**config.mk**
```make
export PLATFORM = sky130hd
export DESIGN_NAME = alu_seq_n_flat
export DESIGN_NICKNAME = d
export VERILOG_FILES = /design/src/rtl/alu_seq_n_if.sv /design/src/rtl/alu_seq_n.sv /design/src/flat_wrapper.sv
export SDC_FILE = /design/constraint.sdc
export NUM_CORES = 1
export LEC_CHECK = 0
export ABC_CLOCK_PERIOD_IN_PS = 2900
export BUFFER_PORTS_ARGS = -buffer_cell sky130_fd_sc_hd__buf_2
export CAP_MARGIN = 40
export CORE_ASPECT_RATIO = 1.75
export CORE_UTILIZATION = 41
export DETAILED_ROUTE_END_ITERATION = 12
export PLACE_DENSITY = 0.64
export SETUP_SLACK_MARGIN = 0.2
export SKIP_CTS_REPAIR_TIMING = 1
export SLEW_MARGIN = 25
export SYNTH_ARGS = -nofsm -noshare
export SYNTH_HDL_FRONTEND = slang
export SYNTH_SLANG_ARGS = --single-unit
```
**constraint.sdc**
```tcl
create_clock -name clk -period 2.9 [get_ports clk]
set_input_delay 0.58 -clock clk [delete_from_list [all_inputs] [get_ports clk]]
set_output_delay 0.58 -clock clk [all_outputs]
set_load 0.01 [all_outputs]
```
**src/rtl/alu_seq_n_if.sv**
```systemverilog
`default_nettype none
// ============================================================================
//  Module   : alu_seq_n_if
//  Brief    : Request/response bundle for the sequential W-bit ALU.
//             Master issues op/a/b and takes results; slave is the ALU.
//  Revision : 1.0  initial release
// ============================================================================
interface alu_seq_n_if #(
    parameter int W = 8
) ();
    logic           in_valid;
    logic           in_ready;
    logic [3:0]     op;
    logic [W-1:0]   a;
    logic [W-1:0]   b;
    logic           out_valid;
    logic           out_ready;
    logic [W-1:0]   res;
    logic [W-1:0]   res_hi;
    logic           flag_z;
    logic           flag_c;
    logic           flag_v;
    logic           flag_dz;

    modport master (
        output in_valid, op, a, b, out_ready,
        input  in_ready, out_valid, res, res_hi, flag_z, flag_c, flag_v, flag_dz
    );

    modport slave (
        input  in_valid, op, a, b, out_ready,
        output in_ready, out_valid, res, res_hi, flag_z, flag_c, flag_v, flag_dz
    );
endinterface
`default_nettype wire

```
**src/rtl/alu_seq_n.sv**
```systemverilog
`default_nettype none
// ============================================================================
//  Module   : alu_seq_n
//  Brief    : Handshaked W-bit ALU, 16 opcodes. Single-cycle ops register
//             their result directly; MUL (shift-add) and DIV (restoring)
//             iterate one bit per clock for W clocks. One op in flight.
//  Revision : 1.0  initial release
// ============================================================================
module alu_seq_n #(
    parameter int W   = 8,
    parameter int SHW = $clog2(W)
) (
    input  logic        clk,
    input  logic        rst_n,
    alu_seq_n_if.slave  bus
);

    localparam logic [1:0] c_st_idle = 2'd0;
    localparam logic [1:0] c_st_busy = 2'd1;
    localparam logic [1:0] c_st_done = 2'd2;

    localparam logic [3:0] c_op_add  = 4'd0;
    localparam logic [3:0] c_op_sub  = 4'd1;
    localparam logic [3:0] c_op_mul  = 4'd2;
    localparam logic [3:0] c_op_div  = 4'd3;
    localparam logic [3:0] c_op_and  = 4'd4;
    localparam logic [3:0] c_op_or   = 4'd5;
    localparam logic [3:0] c_op_xor  = 4'd6;
    localparam logic [3:0] c_op_not  = 4'd7;
    localparam logic [3:0] c_op_pa   = 4'd8;
    localparam logic [3:0] c_op_pb   = 4'd9;
    localparam logic [3:0] c_op_sll  = 4'd10;
    localparam logic [3:0] c_op_srl  = 4'd11;
    localparam logic [3:0] c_op_sra  = 4'd12;
    localparam logic [3:0] c_op_inc4 = 4'd13;
    localparam logic [3:0] c_op_dec4 = 4'd14;
    localparam logic [3:0] c_op_pop  = 4'd15;

    localparam logic [W-1:0]   c_w_val   = W'(W);
    localparam logic [W-1:0]   c_four    = W'(4);
    localparam logic [SHW-1:0] c_last_it = SHW'(W - 1);

    logic [1:0]     r_state;
    logic [SHW-1:0] r_count;
    logic           r_is_div;
    logic [W-1:0]   r_hi;      // MUL: partial product high / DIV: partial remainder
    logic [W-1:0]   r_lo;      // MUL: multiplier shifting out / DIV: dividend -> quotient
    logic [W-1:0]   r_opnd;    // MUL: multiplicand / DIV: divisor
    logic [W-1:0]   r_res;
    logic [W-1:0]   r_res_hi;
    logic           r_z;
    logic           r_c;
    logic           r_v;
    logic           r_dz;

    logic           w_accept;
    logic           w_iter_op;
    logic [W-1:0]   w_rhs;
    logic [W:0]     w_wide;
    logic           w_sh_big;
    logic [SHW-1:0] w_sh;
    logic signed [W-1:0] w_sra;
    logic [W-1:0]   w_pop;
    logic [W-1:0]   w_res;
    logic [W-1:0]   w_hi;
    logic           w_c;
    logic           w_v;
    logic           w_dz;
    logic [W:0]     w_mul_sum;
    logic [W:0]     w_div_shift;
    logic [W:0]     w_div_trial;
    logic [W-1:0]   w_it_hi;
    logic [W-1:0]   w_it_lo;

    assign w_accept  = bus.in_valid && (r_state == c_st_idle);
    // Divide by zero never iterates; it resolves in one cycle like the logic ops
    assign w_iter_op = (bus.op == c_op_mul) || ((bus.op == c_op_div) && (bus.b != '0));

    // +4/-4 share the add/sub datapath with a constant right-hand side
    assign w_rhs    = ((bus.op == c_op_inc4) || (bus.op == c_op_dec4)) ? c_four : bus.b;
    // Any shift amount of W or more saturates rather than wrapping
    assign w_sh_big = (bus.b >= c_w_val);
    assign w_sh     = bus.b[SHW-1:0];
    assign w_sra    = $signed(bus.a) >>> w_sh;

    // Single-cycle result and flags, evaluated on the presented operands
    always_comb begin
        w_wide = '0;
        w_res  = '0;
        w_hi   = '0;
        w_c    = 1'b0;
        w_v    = 1'b0;
        w_dz   = 1'b0;
        w_pop  = '0;
        for (int i = 0; i < W; i++) begin
            w_pop = w_pop + W'(bus.a[i]);
        end
        case (bus.op)
            c_op_add, c_op_inc4: begin
                w_wide = {1'b0, bus.a} + {1'b0, w_rhs};
                w_res  = w_wide[W-1:0];
                w_c    = w_wide[W];
                w_v    = (bus.a[W-1] == w_rhs[W-1]) && (w_res[W-1] != bus.a[W-1]);
            end
            c_op_sub, c_op_dec4: begin
                w_wide = {1'b0, bus.a} - {1'b0, w_rhs};
                w_res  = w_wide[W-1:0];
                w_c    = w_wide[W];
                w_v    = (bus.a[W-1] != w_rhs[W-1]) && (w_res[W-1] != bus.a[W-1]);
            end
            c_op_mul: w_res = '0;
            c_op_div: begin
                w_res = '1;
                w_hi  = bus.a;
                w_dz  = 1'b1;
            end
            c_op_and: w_res = bus.a & bus.b;
            c_op_or:  w_res = bus.a | bus.b;
            c_op_xor: w_res = bus.a ^ bus.b;
            c_op_not: w_res = ~bus.a;
            c_op_pa:  w_res = bus.a;
            c_op_pb:  w_res = bus.b;
            c_op_sll: w_res = w_sh_big ? '0 : (bus.a << w_sh);
            c_op_srl: w_res = w_sh_big ? '0 : (bus.a >> w_sh);
            c_op_sra: w_res = w_sh_big ? {W{bus.a[W-1]}} : w_sra;
            c_op_pop: w_res = w_pop;
            default:  w_res = '0;
        endcase
    end

    // One multiply or divide step: shift-add product or restoring quotient bit
    always_comb begin
        w_mul_sum   = {1'b0, r_hi} + (r_lo[0] ? {1'b0, r_opnd} : '0);
        w_div_shift = {r_hi, r_lo[W-1]};
        w_div_trial = w_div_shift - {1'b0, r_opnd};
        if (r_is_div) begin
            if (!w_div_trial[W]) begin
                w_it_hi = w_div_trial[W-1:0];
                w_it_lo = {r_lo[W-2:0], 1'b1};
            end else begin
                w_it_hi = w_div_shift[W-1:0];
                w_it_lo = {r_lo[W-2:0], 1'b0};
            end
        end else begin
            w_it_hi = w_mul_sum[W:1];
            w_it_lo = {w_mul_sum[0], r_lo[W-1:1]};
        end
    end

    // Control FSM, iteration registers and held result/flag registers
    always_ff @(posedge clk or negedge rst_n) begin
        if (!rst_n) begin
            r_state  <= c_st_idle;
            r_count  <= '0;
            r_is_div <= 1'b0;
            r_hi     <= '0;
            r_lo     <= '0;
            r_opnd   <= '0;
            r_res    <= '0;
            r_res_hi <= '0;
            r_z      <= 1'b0;
            r_c      <= 1'b0;
            r_v      <= 1'b0;
            r_dz     <= 1'b0;
        end else begin
            case (r_state)
                c_st_idle: begin
                    if (w_accept) begin
                        if (w_iter_op) begin
                            r_state  <= c_st_busy;
                            r_count  <= '0;
                            r_is_div <= (bus.op == c_op_div);
                            r_hi     <= '0;
                            r_lo     <= (bus.op == c_op_div) ? bus.a : bus.b;
                            r_opnd   <= (bus.op == c_op_div) ? bus.b : bus.a;
                        end else begin
                            r_state  <= c_st_done;
                            r_res    <= w_res;
                            r_res_hi <= w_hi;
                            r_z      <= (w_res == '0);
                            r_c      <= w_c;
                            r_v      <= w_v;
                            r_dz     <= w_dz;
                        end
                    end
                end
                c_st_busy: begin
                    r_hi    <= w_it_hi;
                    r_lo    <= w_it_lo;
                    r_count <= r_count + 1'b1;
                    if (r_count == c_last_it) begin
                        // Low word is product-low or quotient; high is product-high or remainder
                        r_state  <= c_st_done;
                        r_count  <= '0;
                        r_res    <= w_it_lo;
                        r_res_hi <= w_it_hi;
                        r_z      <= (w_it_lo == '0);
                        r_c      <= 1'b0;
                        r_v      <= !r_is_div && (w_it_hi != '0);
                        r_dz     <= 1'b0;
                    end
                end
                c_st_done: begin
                    if (bus.out_ready) begin
                        r_state <= c_st_idle;
                    end
                end
                default: r_state <= c_st_idle;
            endcase
        end
    end

    assign bus.in_ready  = (r_state == c_st_idle);
    assign bus.out_valid = (r_state == c_st_done);
    assign bus.res       = r_res;
    assign bus.res_hi    = r_res_hi;
    assign bus.flag_z    = r_z;
    assign bus.flag_c    = r_c;
    assign bus.flag_v    = r_v;
    assign bus.flag_dz   = r_dz;

endmodule
`default_nettype wire

```
**src/flat_wrapper.sv**
```systemverilog
// flat-port wrapper written by rule: the top's interface ports become plain ports
module alu_seq_n_flat 
#(
    parameter int W   = 8,
    parameter int SHW = $clog2(W)
)
  (clk, rst_n, bus_in_valid, bus_op, bus_a, bus_b, bus_out_ready, bus_in_ready, bus_out_valid, bus_res, bus_res_hi, bus_flag_z, bus_flag_c, bus_flag_v, bus_flag_dz);
  alu_seq_n_if #(.W(W)) bus_i ();
  input  logic clk;
  input  logic rst_n;
  input wire logic [$bits(bus_i.in_valid)-1:0] bus_in_valid;
  input wire logic [$bits(bus_i.op)-1:0] bus_op;
  input wire logic [$bits(bus_i.a)-1:0] bus_a;
  input wire logic [$bits(bus_i.b)-1:0] bus_b;
  input wire logic [$bits(bus_i.out_ready)-1:0] bus_out_ready;
  output wire logic [$bits(bus_i.in_ready)-1:0] bus_in_ready;
  output wire logic [$bits(bus_i.out_valid)-1:0] bus_out_valid;
  output wire logic [$bits(bus_i.res)-1:0] bus_res;
  output wire logic [$bits(bus_i.res_hi)-1:0] bus_res_hi;
  output wire logic [$bits(bus_i.flag_z)-1:0] bus_flag_z;
  output wire logic [$bits(bus_i.flag_c)-1:0] bus_flag_c;
  output wire logic [$bits(bus_i.flag_v)-1:0] bus_flag_v;
  output wire logic [$bits(bus_i.flag_dz)-1:0] bus_flag_dz;
  assign bus_i.in_valid = bus_in_valid;
  assign bus_i.op = bus_op;
  assign bus_i.a = bus_a;
  assign bus_i.b = bus_b;
  assign bus_i.out_ready = bus_out_ready;
  assign bus_in_ready = bus_i.in_ready;
  assign bus_out_valid = bus_i.out_valid;
  assign bus_res = bus_i.res;
  assign bus_res_hi = bus_i.res_hi;
  assign bus_flag_z = bus_i.flag_z;
  assign bus_flag_c = bus_i.flag_c;
  assign bus_flag_v = bus_i.flag_v;
  assign bus_flag_dz = bus_i.flag_dz;
  alu_seq_n #(.W(W), .SHW(SHW)) u_core (.clk(clk), .rst_n(rst_n), .bus(bus_i));
endmodule
```
# Word-level counts from Yosys, hierarchy flattened
# Cells that the tools add are included.
[word_totals] register_bits=50 in_bits=24 output_inout_bits=22
[classes] n_addsub=12 magnitude_cmp=1 n_eq_ne=27 shifts=3 n_mux=54 bitwise=4 n_reduce_logical=21
[op_table] operator="8-bit two-way mux" n=21
[op_table] operator="8-bit one-hot mux with 14 select lines" n=1
[op_table] operator="8-bit one-hot mux with 2 select lines" n=4
[op_table] operator="8-bit by 1-bit adder with 8-bit output" n=6
[op_table] operator="4-bit == test, second input constant" n=8
[op_table] operator="4-bit by 3-bit == test with 1-bit output, second input constant" n=4
[op_table] operator="8-bit zero test" n=2
[op_table] operator="8-bit nonzero test" n=2
[op_table] operator="1-bit two-way mux" n=13
[op_table] operator="1-bit one-hot mux with 2 select lines" n=6
[op_table] operator="8-bit by 8-bit adder with 9-bit output" n=1
[op_table] operator="8-bit by 9-bit adder with 9-bit output" n=1
[op_table] operator="3-bit two-way mux" n=3
[op_table] operator="3-bit AND reduction" n=3
[op_table] operator="8-bit by 8-bit subtractor with 9-bit output" n=1
[op_table] operator="9-bit by 8-bit subtractor with 9-bit output" n=1
[op_table] operator="8-bit bitwise AND" n=1
[op_table] operator="4-bit by 2-bit == test with 1-bit output, second input constant" n=2
[op_table] operator="8-bit by 4-bit >= comparator with 1-bit output, second input constant" n=1
[op_table] operator="2-bit two-way mux" n=4
[op_table] operator="8-bit inverter" n=1
[op_table] operator="8-bit OR" n=1
[op_table] operator="8-bit by 3-bit left shift with 8-bit output" n=1
[op_table] operator="8-bit by 3-bit right shift with 8-bit output" n=1
[op_table] operator="22 further kinds" n=33

# Depth between registers and ports, before layout
[logic_depth] word_depth=12 depth_mapped=17 depth_no_buf=16

# Worst setup path before layout
# OpenSTA, ideal clock, no wires.
[synth_path] kind="input -> register" from="in bus_a[2]" to="reg u_core.r_res[1], in the netlist u_core.bus.res[1]" arrival_ps=3814 required_time_ps=2774 path_slack_ps=-1040 path_stages=13 cell_sequence="clkbuf_1 -> inv_1 -> fa_1 -> fa_1 -> fa_1 -> fa_1 -> nor3_1 -> a31oi_1 -> o21ai_0 -> a222oi_1 -> a32oi_1 -> a221oi_1 -> nor2_1"
[synth_via] elab_chain_cells=10 elab_cells_between_ends=16
[synth_lines] element="start: declaration" line_no="flat_wrapper.sv:13" rtl="input wire logic [$bits(bus_i.a)-1:0] bus_a;"
[synth_lines] element="8-bit by 1-bit adder with 8-bit output (6 in a row)" line_no="alu_seq_n.sv:96" rtl="w_pop = w_pop + W'(bus.a[i]);"
[synth_lines] element="8-bit one-hot mux with 14 select lines *" line_no="alu_seq_n.sv:98" rtl="case (bus.op)"
[synth_lines] element="8-bit two-way mux *" line_no="alu_seq_n.sv:169" rtl="if (w_iter_op) begin"
[synth_lines] element="8-bit two-way mux *" line_no="alu_seq_n.sv:168" rtl="if (w_accept) begin"
[synth_lines] element="8-bit one-hot mux with 2 select lines *" line_no="alu_seq_n.sv:166" rtl="case (r_state)"
[synth_lines] element="end signal: assignment" line_no="alu_seq_n.sv:178" rtl="r_res <= w_res;"
[synth_lines] element="end signal: assignment" line_no="alu_seq_n.sv:195" rtl="r_res <= w_it_lo;"
[synth_lines] element="end: declaration" line_no="alu_seq_n.sv:49" rtl="logic [W-1:0] r_res;"
# Mark *: on every way between the ends. The rest lies on a longest branch, timed or not. The select of a mux whose other input is x is not followed.
# A chain may end at the register's enable or synchronous reset.

# Worst setup path after layout
[layout_path] from="in bus_a[1]" to="reg u_core.r_res[1], in the netlist u_core.bus.res[1]"
[layout_via] elab_chain_cells=11 elab_cells_between_ends=23
[layout_lines] element="1-bit by 1-bit adder with 2-bit output" line_no="alu_seq_n.sv:96"
[layout_lines] element="8-bit by 1-bit adder with 8-bit output (6 in a row)" line_no="alu_seq_n.sv:96"
[layout_lines] element="8-bit one-hot mux with 14 select lines *" line_no="alu_seq_n.sv:98"
[layout_lines] element="8-bit two-way mux *" line_no="alu_seq_n.sv:169"
[layout_lines] element="8-bit two-way mux *" line_no="alu_seq_n.sv:168"
[layout_lines] element="8-bit one-hot mux with 2 select lines *" line_no="alu_seq_n.sv:166"
# Marks and branches as above.

==> results.md <==
- Setup crit start kind: input pin
- Layout cells sized above 1: 34.61%
- Synth Area per Inst: 7.703 um^2
- Post-synthesis sequential area ratio: 20.64%
- Die Ht: 162.9 um
- First-pass GRT wire length: 33.54 mm
- Unrepaired setup endpoints after global routing: yes
- Max Slew Vio Count: 0
- HP Class: input pin to async pin
- CP Max Fanout: 2
- Area of the multi-input gates: 0.004828 mm^2
- Critical path endpoint: u_core.bus.res[1]
- Post-synth top cells: 92 x nand2_1, 61 x nor2_1, 56 x ha_1, 55 x inv_1, 53 x o21ai_0
- CP Capture Type: flip-flop
- TritonCTS Buffers: 5
- CP required: 3.09 ns
- DRT iter0 DRCs: 430
- Slew headroom: 53.24%
- Yosys cell types: 75
- DRC: 0
- Root buf cell: clkbuf_16
- Vias/cell: 6.001
- Largest net degree at the start of global routing: 51
- Max Cap Viol: 0
- Setup tns final: -3.168 ns
- Largest area contributor in the netlist: dfrtp_1
- Leading cell type by number of instances after synthesis: nand2_1
- Initial antenna violation count: 0
- Net Count, Synth: 875
- Placeable core area: 0.01437 mm^2
- Power Density: 787.8 mW/mm^2
- Status: complete, but fails checks
- Max H-tree Level: 2
- Fmax: 0.2704 GHz
- Worst EP arrival: 3.89 ns
- CTS sink count: 50
- Crit path kind: input pin to flip-flop
- Antenna-violating nets left: 0
- GRT Util Overall: 29.02%
- Total power draw: 6.447 mW
- FF-to-FF setup slack: -0.22 ns
- Worst Tran Pin Value: 0.7013 ns
- Drt wl/cell: 19.88 um
- Worst-path clk slew: 0.07 ns
- Layout area overhead: 34.98%
- Final period utilization: 127.5%
- Ys Warns: 0
- Drt pass-1 iters: 5
- CP max stage delay: 0.52 ns
- PortBufs: 45
- Post-DP HPWL: 17.21 mm
- # IOs: 46
- Max Root-Sink Buffers: 2
- Vias: 6,733
- Post-synth EDFFs: 0
- Setup-failing EPs final: 9
- Worst setup startpoint: bus_a[1]
- Crit path max-delay cell type: fa_1
- Top-area cell type share of the netlist area: 20.64%
- Die width: 93.92 um
- Die area: 0.01529 mm^2
- Worst setup margin: -0.7980 ns
- Worst reg2reg path startpoint: u_core.r_opnd[0]
- Initial core utilization: 42.19%
- Crit path top cell by count: fa_1
- Clock skew: 0.006548 ns
- ANT cells: 0
- Maximum VDD drop: 0.3721 mV
- Clock latency at the later pin of the worst-skew pair: 0.30 ns
- FF/Latch Area: 0.001252 mm^2
- Final min period: 3.698 ns
- Predominant post-synthesis flop cell: dfrtp_1
- Cells along the critical path: buf_6, ha_4, inv_2, fa_1, fa_1, fa_2, fa_1, nor3_2, a31oi_1, o21ai_1, a222oi_1, a32oi_1, a221oi_1, nor2_1
- Ranking of synthesized cells by area: dfrtp_1 21%, ha_1 12%, nand2_1 5.7%
- RR Endpoint: u_core.bus.flag_v
- Vias in the first global route: 6,546
- CTS tree: built
- Failing checks: setup timing
- Hold Violations, Final: 0
- RePlAce Congestion: 0.9629
- Reg2Reg Depth: 12
- Nets@finish: 1,029
- Mapped Cells: 787
- Ys async rst share: 100.0%
- Grt ovf: 0
- Seq cells post-synth: 50
- Mapped cell area: 0.006062 mm^2
- Leakage power: 3.789 nW
- Fill cells: 1,357
- Overall routed net length: 22.30 mm
- Num rows: 58
-- flip-flops by register name, indices dropped and copies added, names as in the netlist --
| signal | count |
|---|---|
| u_core.bus.flag_c | 1 |
| u_core.bus.flag_dz | 1 |
| u_core.bus.flag_v | 1 |
| u_core.bus.flag_z | 1 |
| u_core.bus.res | 8 |
| u_core.bus.res_hi | 8 |
| u_core.r_count | 3 |
| u_core.r_hi | 8 |
| u_core.r_is_div | 1 |
| u_core.r_lo | 8 |
| u_core.r_opnd | 8 |
| u_core.r_state | 2 |
-- layer usage --
layer | wire length, um | track usage [%] | share of wire [%] | up-vias
met2 | 11640 | 53.15 | 52 | 290
met4 | 2205 | 25.87 | 9.9 | 0
met5 | 0 | 0 | 0 | -
met3 | 960 | 2.661 | 4.3 | 120
met1 | 7498 | 28.04 | 34 | 3175
li1 | - | - | - | 3148
-- critical path: cells and delay by family --
| family | cells | cell delay (ns) |
|---|---|---|
| AND/OR/NAND/NOR | 2 | 0.10 |
| AO/OA/AOI/OAI | 5 | 1.01 |
| adder cells (fa/ha/maj) | 5 | 2.06 |
| buffers and inverters | 2 | 0.13 |
-- placed cells by master, fill, tap and decap left out, types with 7 or more instances in the layout --
master and count:
a211oi_1 7, a21o_1 9, a21oi_1 38, a21oi_2 11, a31oi_1 14, and2_1 11, buf_2 40, buf_4 141
buf_6 17, dfrtp_1 49, ha_1 46, ha_4 7, inv_1 45, inv_2 10, mux2i_1 24, nand2_1 82
nand2_4 7, nand2b_1 10, nand3_1 19, nor2_1 56, nor2b_1 9, nor3_1 16, o211ai_1 20, o21a_1 10
o21ai_0 45, xnor2_1 11, xor2_1 7
-- per-stage QoR --
stage / instances / utilization, % / area, um^2 / setup WS, ns / hold WS [ns]
3_3_place_gp: 1097 / 51.77 / 7438 / -1.085 / 0.4534
6_report: 1122 / 56.95 / 8183 / -0.7980 / 0.3833
2_1_floorplan: 787 / - / 6230 / -0.7891 / 0.2844
3_5_place_dp: 1097 / 51.77 / 7438 / -1.102 / 0.4535
4_1_cts: 1105 / 52.85 / 7594 / -0.7859 / 0.4103
5_1_grt: 1122 / 56.95 / 8183 / -0.9114 / 0.4337
-- worst min path at each step --
stage	cells after the start	end	slack, ns
finish	2	u_core.r_state[0]	0.38
global route	2	u_core.bus.flag_dz	0.43
CTS	2	u_core.bus.res[6]	0.41
detailed placement	2	u_core.bus.res_hi[3]	0.45
global placement	2	u_core.bus.res_hi[3]	0.45
floorplan	0	u_core.bus.flag_c	0.28
-- layout make-up --
cell class	count	share of cell area (%)
multi-input cells	626	59.01
repair buffers	201	18.39
flip-flops and latches	50	15.31
well taps	180	2.752
inverters	57	2.645
clock buffers	6	1.697
clock inverters	2	0.1988
-- report_power, final --
group | internal [mW] | switching, mW
Combinational | 2.19 | 2.36
Clock | 0.347 | 0.278
Sequential | 0.992 | 0.275
Total | 3.53 | 2.91
-- logic make-up after synthesis --
| family | share of synthesized area (%) |
|---|---|
| XOR/XNOR | 2.745 |
| AO/OA/AOI/OAI | 27.18 |
| multiplexers | 7.306 |
| adder cells (fa/ha/maj) | 14.20 |
| AND/OR/NAND/NOR | 20.80 |
| buffers and inverters | 7.121 |
| flip-flops | 20.64 |
Note: power is estimated with default switching activity, not from simulation.
